**config.mk**
```make
export PLATFORM = sky130hd
export DESIGN_NAME = packer_arbiter
export DESIGN_NICKNAME = d
export VERILOG_FILES = /design/src/rtl/packer_pkg.sv /design/src/rtl/counter_roll.sv /design/src/rtl/rr_pick.sv /design/src/rtl/packer_arbiter.sv
export SDC_FILE = /design/constraint.sdc
export NUM_CORES = 1
export LEC_CHECK = 0
export ABC_CLOCK_PERIOD_IN_PS = 4600
export BUFFER_PORTS_ARGS = -buffer_cell sky130_fd_sc_hd__clkbuf_2
export CAP_MARGIN = 20
export CORE_MARGIN = 10
export CORE_UTILIZATION = 45
export DETAILED_ROUTE_END_ITERATION = 16
export PLACE_DENSITY = 0.75
export SLEW_MARGIN = 20
export SYNTH_ARGS = -nofsm -noshare
export SYNTH_HDL_FRONTEND = slang
export SYNTH_SLANG_ARGS = --single-unit
export TNS_END_PERCENT = 50
```
**constraint.sdc**
```tcl
create_clock -name clk_i -period 4.6 [get_ports clk_i]
set_input_delay 0.46 -clock clk_i [delete_from_list [all_inputs] [get_ports clk_i]]
set_output_delay 0.46 -clock clk_i [all_outputs]
set_load 0.005 [all_outputs]
```
**src/rtl/packer_pkg.sv**
```systemverilog
// packer_pkg: shared constants and state encoding for the packer arbiter.
package packer_pkg;
  localparam int pix_width_c = 2;
  localparam int num_req_c = 4;
  typedef enum logic {IDLE, BURST} state_e;
endpackage

```
**src/rtl/counter_roll.sv**
```systemverilog
// counter_roll: up counter that wraps to zero after max_val_p, with synchronous clear.
module counter_roll #(
  parameter int max_val_p = 3,
  parameter int width_p = $clog2(max_val_p + 1)
) (
  input  logic               clk_i,
  input  logic               reset_ni,
  input  logic               clear_i,
  input  logic               up_i,
  output logic [width_p-1:0] count_o
);
  logic [width_p-1:0] count_q, count_d;
  always_comb
    count_d = clear_i ? '0 : !up_i ? count_q : (count_q == width_p'(max_val_p)) ? '0 : count_q + 1'b1;
  always_ff @(posedge clk_i or negedge reset_ni)
    if (!reset_ni) count_q <= '0;
    else count_q <= count_d;
  assign count_o = count_q;
endmodule

```
**src/rtl/rr_pick.sv**
```systemverilog
// rr_pick: round-robin selector, first request strictly above the pointer, wrapping.
module rr_pick #(
  parameter int n_p = 4,
  parameter int id_w_p = $clog2(n_p)
) (
  input  logic [n_p-1:0]    req_i,
  input  logic [id_w_p-1:0] ptr_i,
  output logic [n_p-1:0]    pick_o,
  output logic [id_w_p-1:0] id_o
);
  localparam logic [2*n_p-1:0] one_lp = 1;
  logic [2*n_p-1:0] masked, low;
  always_comb begin
    // Upper copy guarantees a hit at or below ptr+n whenever any request is set.
    masked = {req_i, req_i} & ~((one_lp << ptr_i << 1) - one_lp);
    low = masked & (~masked + one_lp);
    pick_o = low[n_p-1:0] | low[2*n_p-1:n_p];
    id_o = '0;
    for (int i = 0; i < n_p; i++) if (pick_o[i]) id_o = id_w_p'(i);
  end
endmodule

```
**src/rtl/packer_arbiter.sv**
```systemverilog
// packer_arbiter: round-robin burst arbiter feeding a single pixel packer input.
module packer_arbiter import packer_pkg::*; #(
  parameter int num_req_p = num_req_c,
  parameter int width_p = pix_width_c,
  parameter int beats_p = 4
) (
  input  logic                         clk_i,
  input  logic                         reset_ni,
  input  logic [num_req_p*width_p-1:0] req_data_i,
  input  logic [num_req_p-1:0]         req_valid_i,
  output logic [num_req_p-1:0]         req_ready_o,
  output logic [width_p-1:0]           data_o,
  output logic                         valid_o,
  input  logic                         ready_i,
  output logic [num_req_p-1:0]         grant_o,
  output logic [$clog2(num_req_p)-1:0] grant_id_o,
  output logic                         busy_o
);
  localparam int id_w_lp = $clog2(num_req_p);
  localparam int cnt_w_lp = $clog2(beats_p);
  state_e state_q, state_d;
  logic [num_req_p-1:0] grant_q, grant_d, pick;
  logic [id_w_lp-1:0] id_q, id_d, ptr_q, ptr_d, pick_id;
  logic [cnt_w_lp-1:0] cnt;
  logic fire, last;
  rr_pick #(.n_p(num_req_p)) u_pick (
    .req_i(req_valid_i), .ptr_i(ptr_q), .pick_o(pick), .id_o(pick_id)
  );
  counter_roll #(.max_val_p(beats_p - 1)) u_beats (
    .clk_i(clk_i), .reset_ni(reset_ni), .clear_i(!busy_o), .up_i(fire), .count_o(cnt)
  );
  assign busy_o = state_q == BURST;
  assign grant_o = grant_q;
  assign grant_id_o = id_q;
  // Data and handshake pass straight through; no pipeline stage on the beat path.
  assign data_o = busy_o ? req_data_i[id_q*width_p +: width_p] : '0;
  assign valid_o = busy_o & req_valid_i[id_q];
  assign req_ready_o = grant_q & {num_req_p{ready_i}};
  assign fire = valid_o & ready_i;
  assign last = fire && cnt == cnt_w_lp'(beats_p - 1);
  always_comb begin
    state_d = state_q;
    grant_d = grant_q;
    id_d = id_q;
    ptr_d = ptr_q;
    if (state_q == IDLE && |req_valid_i) begin
      state_d = BURST;
      grant_d = pick;
      id_d = pick_id;
    end else if (state_q == BURST && last) begin
      state_d = IDLE;
      grant_d = '0;
      ptr_d = id_q;
    end
  end
  always_ff @(posedge clk_i or negedge reset_ni)
    if (!reset_ni) begin
      state_q <= IDLE;
      grant_q <= '0;
      id_q <= '0;
      ptr_q <= id_w_lp'(num_req_p - 1);
    end else begin
      state_q <= state_d;
      grant_q <= grant_d;
      id_q <= id_d;
      ptr_q <= ptr_d;
    end
endmodule

```
# [Word level (Yosys, flattened, before mapping)]
# Index checks and enable logic that the tools add are counted.
[totals] regBits=11 in_bits=15 elab_cells=42
[classes] eq_ne=2 n_reduce_logical=6 n_addsub=3 muxes=13 n_lt_le_gt_ge=1 bitwise_logic=10 shift=2
[op_table] cell="AND 8 bit" count=2
[op_table] cell="inverter 8 bit" count=2
[op_table] cell="2-to-1 mux 2 bit" count=6
[op_table] cell="adder 8 x 1 -> 8 bit, second input constant" count=1
[op_table] cell="2-to-1 mux 4 bit" count=2
[op_table] cell="indexed part select 8 x 4 -> 2 bit" count=1
[op_table] cell="subtractor 8 x 1 -> 8 bit, second input constant" count=1
[op_table] cell="left shift 1 x 2 -> 7 bit, first input constant" count=1
[op_table] cell="AND 4 bit" count=1
[op_table] cell="2-to-1 mux 1 bit" count=4
[op_table] cell="bitwise OR 4 bit" count=1
[op_table] cell="OR reduction 4 bit" count=1
[op_table] cell="logical AND 1 bit" count=3
[op_table] cell="less-than comparator 2 x 3 -> 1 bit, second input constant" count=1
[op_table] cell="adder 2 x 1 -> 2 bit, second input constant" count=1
[op_table] cell="AND 1 bit" count=2
[op_table] cell="binary-select mux 1 bit (select 2 bit)" count=1
[op_table] cell="equality test 2 bit, second input constant" count=1
[op_table] cell="!= test 2 x 1 -> 1 bit, second input constant" count=1
[op_table] cell="inverter 1 bit" count=2
[op_table] cell="AND reduction 2 bit" count=1
[op_table] cell="nonzero test 2 bit" count=1

# [Longest topological paths before layout]
[logic_depth] depth_word=11 depth_mapped=5 ltp_nobuf=5

# [Cells and area by module]
# Synthesis repeated with hierarchy kept, for this count alone.
[unflattened] hier_cells=90 area_unflattened_um2=785.8
[modules_own_cells] mod="packer_arbiter" n_inst=1 area_per_inst_um2=530.5 cells_each=55 seq_area_each_um2=227.7
[modules_own_cells] mod="rr_pick" n_inst=1 area_per_inst_um2=155.1 cells_each=27 seq_area_each_um2=0.0
[modules_own_cells] mod="counter_roll" n_inst=1 area_per_inst_um2=100.1 cells_each=8 seq_area_each_um2=50.0

# [Worst setup path before layout]
# No wires, ideal clock.
[synth_timing] path_kind="register to output" from="reg id_q[1] (netlist: grant_id_o[1])" to="out valid_o" stages_incl_launch_ff=4 slack_ns=2.894 arrival_ns=1.246 cell_sequence="dfrtp_1 -> buf_6 -> mux4_2 -> and2_2"
[synth_via] elab_chain_cells=3
[synth_rtl] element="from (decl)" line_no="packer_arbiter.sv:23" rtl="logic [id_w_lp-1:0] id_q, id_d, ptr_q, ptr_d, pick_id;"
[synth_rtl] element="from (signal assigned)" line_no="packer_arbiter.sv:65" rtl="id_q <= id_d;"
[synth_rtl] element="binary-select mux 1 bit (select 2 bit)" line_no="packer_arbiter.sv:37" rtl="assign valid_o = busy_o & req_valid_i[id_q];"
[synth_rtl] element="2-to-1 mux 1 bit (implied by the code)" line_no="packer_arbiter.sv:37"
[synth_rtl] element="AND 1 bit" line_no="packer_arbiter.sv:37"
[synth_rtl] element="to (decl)" line_no="packer_arbiter.sv:13" rtl="output logic valid_o,"
# Every way passes these cells. The select of a mux whose other input is x is not followed.

# [Worst setup path in the final report]
# Same ends and word-level chain as after synthesis.

==> impl_metrics.py <==
metrics = {
    "run_status": {
        "run_status": "finished clean",
    },
    "synthesis": {
        "syn_nets": 86,
        "synth_top_area_cell": "dfrtp_1",
        "async_flop_share": 1.00,
        "synth.distinct_cells": 37,
        "synth_area_um2": 746,
        "synth_area_leaders": "dfrtp_1 (30%), dfstp_2 (7.0%), mux4_1 (7.0%)",
        "synth_edf_count": 0,
        "seq_area_frac_synth": 0.372,
        "netlist_instances": 69,
        "ys_seq_elements": 11,
        "synth_top_area_share": 0.302,
        "yosys_warnings": 0,
        "yosys_most_used_dff": "dfrtp_1",
        "avgSynthCellArea_um2": 10.8,
    },
    "die": {
        "rows": 14,
        "fp.coreArea_um2": 1540,
        "die_w_um": 60.7,
        "ioPinCount": 29,
        "die_area_um2": 3690,
        "start_util": 0.484,
        "die_y_um": 60.7,
    },
    "critical_path": {
        "required_ps": 4140,
        "crit_fanout": 8,
        "endpoint_kind": "output port",
        "r2r-end": "grant_o[3]",
        "r2r_setup_slack_ps": 2860,
        "worst_setup_path_start_kind": "flip-flop",
        "rr_startpoint": "ptr_q[1]",
        "path_class": "flip-flop to output port",
        "reg2reg_depth": 5,
        "cp.arrival_ps": 1750,
    },
    "clocking": {
        "htreeDepth": 1,
        "cts_resized": 0,
        "post_cts.repair.setup_buffers": 0,
        "cts_tree": "built",
        "holdBufCountCts": 0,
        "insertion_delay_ps": 270,
        "cts-root-buf": "clkbuf_4",
        "cts_inserted_buffers": 3,
        "cts_buffer_depth": 2,
        "cts.sinks": 11,
        "clk_pin_slew_ps": 80,
    },
    "place": {
        "place_congestion": 0.800,
        "dp_hpwl_um": 1540,
        "dpl.cell_count": 111,
        "port_buffers": 28,
        "place_worst_setup_slack_ps": 2650,
    },
    "route": {
        "viasPerCell": 6.10,
        "drc": 0,
        "drt_iter0_drc": 28,
        "drt_wl_total_um": 1980,
        "wire_per_inst_um": 17.2,
        "postRouteAntennaNets": 0,
        "dr.pass1.iters": 4,
        "dr_total_vias": 701,
    },
    "power_and_ir_drop": {
        "intPower_mw": 0.310,
        "p_seq_frac": 0.385,
        "comb_power_share": 0.480,
        "clkPwrFrac": 0.134,
        "p_sw_mw": 0.194,
        "total_leakage_power_nw": 0.450,
        "powerDensity_nw_per_um2": 550,
        "vdd_drop_max_uv": 277,
        "switching_share": 0.385,
    },
    "timing": {
        "fmaxAchievable_mhz": 452,
        "fin_ws_ps": 2390,
        "worst_slew_pin_slew_ps": 600,
        "tns_ps": 0,
        "period_minus_slack_ps": 2210,
        "hold_viol_final": 0,
        "finalClockSkew_ps": 9.34,
        "rsz0062_at_grt": "false",
        "setup-violations-final": 0,
        "slew_headroom": 0.596,
        "finalMaxSlewViolations": 0,
        "post-route-period-util": 0.481,
    },
    "job": {
        "drv_cap": 0,
    },
    "finish": {
        "drive_gt1_frac": 0.434,
        "diodes": 0,
        "areaGrowthSynthToFinish_pct": 23.0,
        "nets": 117,
        "final_cell_mix": "clkbuf_2 (28), nand2_1 (9), dfrtp_1 (9), and2_1 (6)",
        "n_fill_cell": 130,
        "final_common_cell": "clkbuf_2",
        "final_cells": 115,
    },
    "grt": {
        "grt.overflow.total": 0,
        "grt_max_degree": 17,
        "grt_pass1_wl_um": 3290,
        "grt_pass1_vias": 744,
        "grt_usage": 0.114,
        "antenna_found_initial": 0,
    },
    "hold_path": {
        "hp-class": "primary input to asynchronous set/reset pin",
    },
}
metal layers:
metal / global-route usage / share of wire / vias to the layer above
met5: 0 / 0 / -
met1: 0.132 / 0.41 / 319
met2: 0.173 / 0.45 / 55
met3: 0.0543 / 0.13 / 2
li1: - / - / 325
met4: 0.0564 / 0.0096 / 0
per-stage QoR:
step / util / cell area (um2) / hold WS (ps) / total power, mW
after detailed placement: 0.578 / 891 / 351 / 0.436
after floorplan: - / 746 / 164 / 0.349
after CTS: 0.595 / 917 / 49.6 / 0.507
final: 0.595 / 917 / 43.1 / 0.504
after global routing: 0.595 / 917 / 48.3 / 0.547
after global placement: 0.578 / 891 / 351 / 0.424
critical path, stage by stage, from the launching register on:
cell and delay (ps):
dfrtp_1 510, mux4_2 630, and2_2 220, clkbuf_2 100
cell families (layout without fill, tap and decap cells):
| logic type | Yosys count | count (layout) | synth area share |
|---|---|---|---|
| and+or+nand+nor | 28 | 28 | 0.215 |
| AOI/OAI and AO/OA | 18 | 18 | 0.195 |
| DFF | 11 | 11 | 0.372 |
| muxes | 7 | 7 | 0.159 |
| buffers and inverters | 3 | 33 | 0.0252 |
| adders and majority gates | 2 | 2 | 0.0336 |
sequential cells by signal, indices dropped and copies added, names as in the netlist:
| name | cells |
|---|---|
| u_beats.count_o | 2 |
| busy_o | 1 |
| ptr_q | 2 |
| grant_id_o | 2 |
| grant_o | 4 |
cells in the mapped netlist (all sizes together), types with 2 or more instances:
library cell / count
mux4: 3
o2bb2ai: 3
a22oi: 2
and2: 8
nand2: 9
o21ai: 3
dfrtp: 9
nand2b: 2
o211ai: 2
mux2: 3
a21bo: 2
ha: 2
dfstp: 2
power groups by stage:
stage | Combinational [mW] | Sequential, mW | Clock (mW)
finish | 0.242 | 0.194 | 0.0677
floorplan | 0.175 | 0.175 | 0
global route | 0.271 | 0.201 | 0.0747
detailed placement | 0.242 | 0.194 | 0
CTS | 0.245 | 0.193 | 0.0691
global placement | 0.234 | 0.189 | 0
how the worst max path moves through the flow:
stage               to  cells after the start      startpoint  slack (ps)
2_1_floorplan  valid_o                      3   grant_id_o[1]        2890
6_report       valid_o                      3   grant_id_o[1]        2390
4_1_cts        valid_o                      3   grant_id_o[1]        2370
5_1_grt        valid_o                      3   grant_id_o[1]        2300
3_5_place_dp   valid_o                      4  req_valid_i[0]        2650
3_3_place_gp   valid_o                      4  req_valid_i[1]        2690
area by class of cell:
type / instances / area (um2) / share of cell area
Timing Repair Buffer: 28 / 140 / 0.153
Clock buffer: 4 / 26.3 / 0.0286
Tap cell: 16 / 20.0 / 0.0218
Inverter: 1 / 3.75 / 0.00409
Sequential cell: 11 / 278 / 0.303
Multi-Input combinational cell: 55 / 449 / 0.490
(Power assumes the default switching activity.)
